## src/rtl/phy_frame_gen.sv

```systemverilog
// Test-frame generator and fixed-delay loopback for a GMII/MII-style receive path.
// Define FRAME_GEN_CRC_EN to append a 4-byte CRC-32 FCS after each payload.
module phy_frame_gen #(
    parameter int DELAY     = 10,
    parameter int IFG_BYTES = 12,
    parameter int MAX_LEN   = 1518
) (
    input  logic        Clk,
    input  logic        Reset_n,
    input  logic        GigaMode,
    input  logic        LinkUp,
    input  logic [1:0]  Mode,
    input  logic        Start,
    input  logic [10:0] FrameLen,
    input  logic [15:0] FrameCnt,
    input  logic        TxEn,
    input  logic [7:0]  TxData,
    output logic        RxDv,
    output logic [7:0]  RxData,
    output logic        Busy,
    output logic        Done,
    output logic [15:0] SentCnt
);

    // state | meaning: IDLE wait for Start; IFG idle gap; PRE preamble+SFD; DATA payload; FCS crc bytes
`ifdef FRAME_GEN_CRC_EN
    typedef enum logic [2:0] {S_IDLE, S_IFG, S_PRE, S_DATA, S_FCS} state_t;
`else
    typedef enum logic [1:0] {S_IDLE, S_IFG, S_PRE, S_DATA} state_t;
`endif

    state_t      state_q, state_d;
    logic [1:0]  mode_q;
    logic        giga_q;
    logic [10:0] byte_cnt_q, byte_cnt_d;
    logic        half_q, half_d;
    logic [10:0] len_q, len_d;
    logic [15:0] frm_left_q, frm_left_d;
    logic [7:0]  data_q, data_d;
    logic [15:0] sent_q, sent_d;
    logic        done_q, done_d;
    logic        gen_dv;
    logic [7:0]  gen_byte;
    logic [7:0]  gen_out;
    logic        byte_end;
    logic        frame_end;
    logic [10:0] len_clamp;
    logic [8:0]  lb_tap;

`ifdef FRAME_GEN_CRC_EN
    logic [31:0] crc_q, crc_d;

    function automatic logic [31:0] crc_byte(input logic [31:0] c, input logic [7:0] d);
        logic [31:0] r;
        r = c ^ {24'h0, d};
        for (int i = 0; i < 8; i++)
            r = r[0] ? ((r >> 1) ^ 32'hEDB88320) : (r >> 1);
        return r;
    endfunction
`endif

    // The output register is the last of the DELAY stages.
    generate
        if (DELAY > 1) begin : g_dly
            logic [8:0] dly_q [DELAY-1];
            always_ff @(posedge Clk or negedge Reset_n) begin
                if (!Reset_n) begin
                    for (int i = 0; i < DELAY - 1; i++) dly_q[i] <= '0;
                end else begin
                    dly_q[0] <= {TxEn, TxData};
                    for (int i = 1; i < DELAY - 1; i++) dly_q[i] <= dly_q[i-1];
                end
            end
            assign lb_tap = dly_q[DELAY-2];
        end else begin : g_nodly
            assign lb_tap = {TxEn, TxData};
        end
    endgenerate

    assign len_clamp = (FrameLen == 11'd0) ? 11'd1 :
                       (FrameLen > 11'(MAX_LEN)) ? 11'(MAX_LEN) : FrameLen;

    always_comb begin
        state_d    = state_q;
        byte_cnt_d = byte_cnt_q;
        half_d     = half_q;
        len_d      = len_q;
        frm_left_d = frm_left_q;
        data_d     = data_q;
        sent_d     = sent_q;
        done_d     = 1'b0;
        gen_dv     = 1'b0;
        gen_byte   = 8'h00;
        frame_end  = 1'b0;
`ifdef FRAME_GEN_CRC_EN
        crc_d      = crc_q;
`endif
        byte_end = giga_q | half_q;
        if (state_q != S_IDLE && !giga_q) half_d = ~half_q;

        case (state_q)
            S_IDLE: begin
                half_d = 1'b0;
                if (Start && mode_q == 2'd2 && LinkUp) begin
                    sent_d = '0;
                    if (FrameCnt == 16'd0) begin
                        done_d = 1'b1;
                    end else begin
                        state_d    = S_IFG;
                        byte_cnt_d = 11'(IFG_BYTES - 1);
                        len_d      = len_clamp;
                        frm_left_d = FrameCnt;
                    end
                end
            end
            S_IFG: begin
                if (byte_end) begin
                    if (byte_cnt_q == 11'd0) begin
                        state_d    = S_PRE;
                        byte_cnt_d = 11'd7;
                    end else begin
                        byte_cnt_d = byte_cnt_q - 11'd1;
                    end
                end
            end
            S_PRE: begin
                gen_dv   = 1'b1;
                gen_byte = (byte_cnt_q == 11'd0) ? 8'hD5 : 8'h55;
`ifdef FRAME_GEN_CRC_EN
                crc_d    = 32'hFFFFFFFF;
`endif
                if (byte_end) begin
                    if (byte_cnt_q == 11'd0) begin
                        state_d    = S_DATA;
                        byte_cnt_d = len_q - 11'd1;
                        data_d     = sent_q[7:0];
                    end else begin
                        byte_cnt_d = byte_cnt_q - 11'd1;
                    end
                end
            end
            S_DATA: begin
                gen_dv   = 1'b1;
                gen_byte = data_q;
                if (byte_end) begin
                    data_d = data_q + 8'd1;
`ifdef FRAME_GEN_CRC_EN
                    crc_d  = crc_byte(crc_q, data_q);
`endif
                    if (byte_cnt_q == 11'd0) begin
`ifdef FRAME_GEN_CRC_EN
                        state_d    = S_FCS;
                        byte_cnt_d = 11'd3;
`else
                        frame_end  = 1'b1;
`endif
                    end else begin
                        byte_cnt_d = byte_cnt_q - 11'd1;
                    end
                end
            end
`ifdef FRAME_GEN_CRC_EN
            S_FCS: begin
                gen_dv   = 1'b1;
                gen_byte = ~crc_q[7:0];
                if (byte_end) begin
                    crc_d = {8'h00, crc_q[31:8]};
                    if (byte_cnt_q == 11'd0) frame_end = 1'b1;
                    else byte_cnt_d = byte_cnt_q - 11'd1;
                end
            end
`endif
            default: state_d = S_IDLE;
        endcase

        if (frame_end) begin
            sent_d = sent_q + 16'd1;
            if (frm_left_q == 16'd1) begin
                state_d = S_IDLE;
                done_d  = 1'b1;
            end else begin
                frm_left_d = frm_left_q - 16'd1;
                state_d    = S_IFG;
                byte_cnt_d = 11'(IFG_BYTES - 1);
            end
        end

        // Link loss wins over everything; the partial frame is not counted.
        if (state_q != S_IDLE && !LinkUp) begin
            state_d = S_IDLE;
            done_d  = 1'b1;
            gen_dv  = 1'b0;
            sent_d  = sent_q;
        end
        if (state_d == S_IDLE) half_d = 1'b0;

        gen_out = giga_q ? gen_byte : {4'h0, half_q ? gen_byte[7:4] : gen_byte[3:0]};
    end

    always_ff @(posedge Clk or negedge Reset_n) begin
        if (!Reset_n) begin
            state_q    <= S_IDLE;
            mode_q     <= 2'd3;
            giga_q     <= 1'b1;
            byte_cnt_q <= '0;
            half_q     <= 1'b0;
            len_q      <= 11'd1;
            frm_left_q <= '0;
            data_q     <= '0;
            sent_q     <= '0;
            done_q     <= 1'b0;
            RxDv       <= 1'b0;
            RxData     <= '0;
`ifdef FRAME_GEN_CRC_EN
            crc_q      <= 32'hFFFFFFFF;
`endif
        end else begin
            state_q    <= state_d;
            byte_cnt_q <= byte_cnt_d;
            half_q     <= half_d;
            len_q      <= len_d;
            frm_left_q <= frm_left_d;
            data_q     <= data_d;
            sent_q     <= sent_d;
            done_q     <= done_d;
`ifdef FRAME_GEN_CRC_EN
            crc_q      <= crc_d;
`endif
            if (state_q == S_IDLE && state_d == S_IDLE) begin
                mode_q <= Mode;
                giga_q <= GigaMode;
            end
            case (mode_q)
                2'd1: {RxDv, RxData} <= lb_tap;
                2'd2: begin
                    RxDv   <= gen_dv;
                    RxData <= gen_dv ? gen_out : 8'h00;
                end
                default: begin
                    RxDv   <= 1'b0;
                    RxData <= 8'h00;
                end
            endcase
        end
    end

    assign Busy    = (state_q != S_IDLE);
    assign Done    = done_q;
    assign SentCnt = sent_q;

endmodule
```

## config.mk

```make
export PLATFORM = sky130hd
export DESIGN_NAME = phy_frame_gen
export DESIGN_NICKNAME = d
export VERILOG_FILES = /design/src/rtl/phy_frame_gen.sv
export SDC_FILE = /design/constraint.sdc
export NUM_CORES = 1
export LEC_CHECK = 0
export ABC_AREA = 1
export BUFFER_PORTS_ARGS = -buffer_cell sky130_fd_sc_hd__clkbuf_2
export CAP_MARGIN = 20
export CORE_MARGIN = 4
export CORE_UTILIZATION = 48
export CTS_CLUSTER_DIAMETER = 120
export CTS_CLUSTER_SIZE = 12
export DETAILED_ROUTE_END_ITERATION = 6
export PLACE_DENSITY = 0.75
export SLEW_MARGIN = 5
export SYNTH_ARGS = -nofsm -noshare
export SYNTH_HDL_FRONTEND = slang
export SYNTH_SLANG_ARGS = --single-unit
```

## constraint.sdc

```tcl
create_clock -name Clk -period 2.45 [get_ports Clk]
set_clock_uncertainty 0.05 [all_clocks]
set_input_delay 0.1225 -clock Clk [delete_from_list [all_inputs] [get_ports Clk]]
set_output_delay 0.1225 -clock Clk [all_outputs]
set_load 0.01 [all_outputs]
```

-- After elaboration in Yosys (flattened, before gate mapping)
Index checks and enable logic that the tools add are counted.
- flip-flop bits (word level): 159
- input port bits: 43
- output and inout port bits: 27
- logic and storage cells: 117
- add/subtract/negate cells: 5
- $lt $le $gt $ge: 1
- equality and inequality tests: 9
- multiplexer cells: 56
- bitwise operators: 4
- reduce and logical (&&, ||, !) cells: 21
- operators with widths (kind ; count):
    11-bit two-way mux ; 12
    16-bit two-way mux ; 8
    8-bit two-way mux ; 6
    8-bit case mux with 2 select lines ; 3
    11-bit case mux with 4 select lines ; 1
    11-bit zero test ; 2
    11-bit by 1-bit subtractor with 11-bit output (second input constant) ; 2
    16-bit by 1-bit adder with 16-bit output (second input constant) ; 1
    16-bit by 1-bit equality test with 1-bit output (second input constant) ; 1
    16-bit zero test ; 1
    2-bit two-way mux ; 8
    16-bit by 1-bit subtractor with 16-bit output (second input constant) ; 1
    1-bit two-way mux ; 15
    11-bit greater-than comparator (second input constant) ; 1
    8-bit by 1-bit adder with 8-bit output (second input constant) ; 1
    2-bit nonzero test ; 4
    2-bit equality test (second input constant) ; 3
    2-bit inequality test (second input constant) ; 3
    2-bit case mux with 3 select lines ; 1
    3-bit AND reduction ; 2
    1-bit logical AND ; 5
    2-bit by 1-bit equality test with 1-bit output (second input constant) ; 2
    2-bit zero test ; 2
    4-bit two-way mux ; 1
    7 further kinds ; 10

-- Depth between registers and ports, before layout
- depth after elaboration: 9
- depth in mapped cells: 12
- depth with buffers taken out: 11

-- Worst setup path before layout
Ideal clock, no wire load.
- kind: reg-to-reg
- start: register byte_cnt_q[0]
- end: register byte_cnt_q[0]
- setup time: 0.121 ns
- arrival time: 1.622 ns
- data required time: 2.279 ns
- slack: 0.657 ns
- stages on the path, launching flop included: 12
- buffers on the path: 1
- period minus slack after synthesis: 1.793 ns
- cells stage by stage: dfrtp_1 -> inv_1 -> ha_1 -> nand2_1 -> nor2_2 -> nand2_2 -> buf_2 -> ha_1 -> a21oi_1 -> nand2_1 -> nand2_1 -> nand2_1
- cells in the longest elaborated chain, start to end: 6
- elaborated cells between the ends (all ways): 16
- those cells by class: add/sub: 1; mux: 14; reduce/logical: 1
- ends and longest elaborated chain (what ; line ; RTL):
    from (decl) ; 35 ; logic [10:0] byte_cnt_q, byte_cnt_d;
    from (signal assigned) ; 219 ; byte_cnt_q <= byte_cnt_d;
    11-bit by 1-bit subtractor with 11-bit output / 11-bit zero test (equally long branches) ; -- ;
    11-bit two-way mux, on equally long branches ; 150, 118, 133 ;
    11-bit two-way mux, on equally long branches ; 145, 117, 132 ;
    11-bit case mux with 4 select lines ; 101 ; case (state_q)
    11-bit two-way mux ; 178 ; if (frm_left_q == 16'd1) begin
    11-bit two-way mux * ; 176 ; if (frame_end) begin
    via byte_cnt_d[0] ; 35 ;
Mark *: on every way through the listed nets, which the timed path passes. The rest lies on a longest branch.
A chain may end at the register's enable or synchronous reset.

-- Worst setup path after layout
- start: register mode_q[0]
- end: register len_q[0]
- cells in the longest elaborated chain, start to end: 4
- ends and longest elaborated chain (what ; line ; RTL):
    from (decl) ; 33 ; logic [1:0] mode_q;
    from (signal assigned) ; 230 ; mode_q <= Mode;
    2-bit equality test ; 104 ; if (Start && mode_q == 2'd2 && LinkUp) begin
    1-bit logical AND (2 in series) ; 104 ;
    3-bit AND reduction (no source line) ; -- ;
    to (signal assigned) ; 221 ; len_q <= len_d;
    to (decl) ; 37 ; logic [10:0] len_q, len_d;
No other way between the ends.

==> flow_summary.ini <==
[worst_setup_path]
r2r-end = len_q[0]
r2r_cells = 9
crit_fanout = 33
cp_cell_sequence = inv_1 > ha_1 > nand3_1 > nor2_2 > nand2_2 > buf_4 > a21oi_1 > a22oi_1 > dlygate4sd3_1
path_buf_inv = 3
end_kind = flop
start_kind = flop
rrSetupSlack_ps = 110
worst_ep_arrival_time_ps = 2660
crit_family = buffers and inverters
critPathKind = flop to flop
cp_slowest_cell = dlygate4sd3_1
r2r_start = mode_q[0]
max_stage_delay_ps = 570
cp.required_ps = 2770

[drt]
ant_nets = 0
drc = 0
wirelength_um = 17500
drt_iter0_drc = 445
viasPerCell = 5.23
dr.pass1.iters = 5
routedWlPerCell_um = 14.8
vias = 6179

[clock_network]
tritoncts.num_buffers = 17
cts_resized = 0
postCtsHoldBufs = 41
post_cts_buffers = 0
root_buffer = clkbuf_16
cts_sinks = 159
clk_pin_slew_ps = 70
cts_tree = done
htreeDepth = 4
clock_path_buffers = 2
clk_latency_ps = 430

[timing]
timing.final.crit_share_pct = 95.4
fin_crit_ps = 2340
timing.final.max_slew_violations = 0
tns_ps = 0
max_freq_mhz = 428
worstMarginPinSlew_ps = 580
rsz0062_at_grt = no
setup_viol = 0
fin_hold_ws_ps = 18.6
finalHoldViolCount = 0
maxSlewHeadroom_pct = 61.2

[yosys]
synth_fp_nets = 913
yosys_warnings = 0
yosysMostFrequentCell = nand2_1
ys_ff_latch = 159
netlist.area_leader.share_pct = 52.6
synth.distinct_cells = 41
syn_inst = 860
async_flop_share_pct = 100
syn_avg_cell_area_um2 = 8.57
synthFlopType = dfrtp_1
ys_seq_area_share_pct = 54.1
synth_area_leaders = dfrtp_1 (53%), nand2_1 (11%), nor2_1 (5.4%)
yosys.area.top_type = dfrtp_1
synth_commonest_cells = nand2_1 (211), dfrtp_1 (155), nor2_1 (107)
synth_edf_count = 0
syn_area_mm2 = 0.00737

[worst_hold_path]
hold_start = FrameCnt[14]
hp-class = input port to flop
holdPathEnd = frm_left_q[14]
hold_depth = 4

[placed_design]
portBuffers = 69
placed_cells = 1109
place_hpwl_um = 11700
gp_congestion = 0.956

[pwr]
finalPower_mw = 8.96
ir_worst_vdd_v = 0.000692
p_per_area_mw_per_mm2 = 1000
leakage_nw = 4.30

[floorplan]
die_area_mm2 = 0.0174
dieHeight_um = 132
initial_core_util_pct = 48.7
rows = 45
io_pins = 70
die_w_um = 132
design.core.area_mm2 = 0.0151

[global_route]
grt_overflow_total = 0
use_met2_pct = 33.2
grt_pass1_vias = 6047
use_met1_pct = 27.5
grt_max_degree = 66
grt_antenna_before_repair = 0
grt_pass1_wl_um = 29100
grtUsageMet3_pct = 4.54
track_usage_pct = 20.5
grt.busiest_layer = met2

[layout]
antenna_cells = 0
nets = 1034
area_growth_pct = 21.3
drive_above_1_share_pct = 15.8
stdcell_count = 1182

[run]
maxCapViolCount = 0

[run_status]
outcome = finished clean
[worst max path at each step]
stage / start / to / depth (start not counted) / slack, ps
after floorplan: byte_cnt_q[0] / byte_cnt_q[0] / 11 / 660
after global placement: state_q[1] / byte_cnt_q[7] / 6 / 520
after detailed placement: mode_q[0] / byte_cnt_q[3] / 9 / 500
after CTS: mode_q[0] / len_q[0] / 9 / 120
after global routing: mode_q[0] / len_q[0] / 9 / 7
final: mode_q[0] / len_q[0] / 9 / 110
[cells in the final DEF, fill, tap and decap left out, types with 2 or more instances in the layout]
master | synthesis | routed
nand2_1 | 211 | 211
dfrtp_1 | 155 | 155
nor2_1 | 107 | 107
inv_1 | 81 | 81
nand3_1 | 77 | 77
clkbuf_2 | 0 | 68
o21ai_0 | 62 | 62
dlygate4sd3_1 | 0 | 41
a21oi_1 | 28 | 28
clkbuf_16 | 0 | 17
xor2_1 | 13 | 13
nor3_1 | 12 | 12
nand4_1 | 12 | 12
ha_1 | 10 | 10
nor2_2 | 9 | 9
buf_4 | 2 | 9
nand2_4 | 6 | 6
inv_2 | 6 | 6
clkinv_8 | 0 | 6
xnor2_1 | 5 | 5
nor2_4 | 5 | 5
nand2_2 | 4 | 4
a31oi_1 | 4 | 4
o211ai_1 | 4 | 4
inv_8 | 0 | 4
dfstp_2 | 4 | 4
a22oi_1 | 3 | 3
o21ai_2 | 3 | 3
o21ai_1 | 3 | 3
inv_6 | 0 | 3
nor3_2 | 2 | 2
o22ai_1 | 2 | 2
nor4_1 | 2 | 2
or2_2 | 2 | 2
o21bai_1 | 2 | 2
[where the power goes]
group | switching (mW) | internal (mW) | total, mW
Sequential | 0.537 | 3.16 | 3.70
Combinational | 1.69 | 0.938 | 2.63
Clock | 1.25 | 1.38 | 2.63
[worst reg2reg max path, cell delays in order, from the launching register on]
cell	delay, ps
dfstp_2	530
inv_1	50
ha_1	210
nand3_1	130
nor2_2	70
nand2_2	100
buf_4	320
a21oi_1	90
a22oi_1	160
dlygate4sd3_1	570
[layout make-up]
cell class              instances  area [µm²]
repair buffers                120         850
fillers                      1286        6210
clock inverters                15         185
inverters                      88         333
clock buffers                  17         425
flip-flops and latches        159        3980
well taps                     188         235
multi-input cells             595        2930
[registers in the layout, indices dropped and copies added, names as in the netlist]
signal and count:
data_q 8, Done 1, RxData 8, giga_q 1, mode_q 2, len_q 11
RxDv 1, SentCnt 16, lb_tap 9, half_q 1, frm_left_q 16, g_dly.dly_q 72
byte_cnt_q 11, state_q 2
[per-stage QoR]
stage	instance area [µm²]	util [%]	setup slack (ps)
6_report	8940	59.0	112
4_1_cts	8940	59.0	116
5_1_grt	8940	59.0	6.86
2_1_floorplan	7370	-	657
3_3_place_gp	7920	52.3	517
3_5_place_dp	7920	52.3	504
[layer usage]
layer  share of wire (%)  wire [µm]
met4                 2.2        380
met3                 5.0        878
met5                   0          0
met2                  48       8420
met1                  45       7830
[kinds of logic (layout without fill, tap and decap cells)]
group	Yosys count	in the layout	synth area share (%)
fa+ha+maj	10	10	1.70
buf+inv	106	240	6.23
compound gates	113	113	8.32
flops	159	159	54.1
simple gates	454	454	27.6
xor+xnor	18	18	2.14
(Power assumes the default switching activity.)
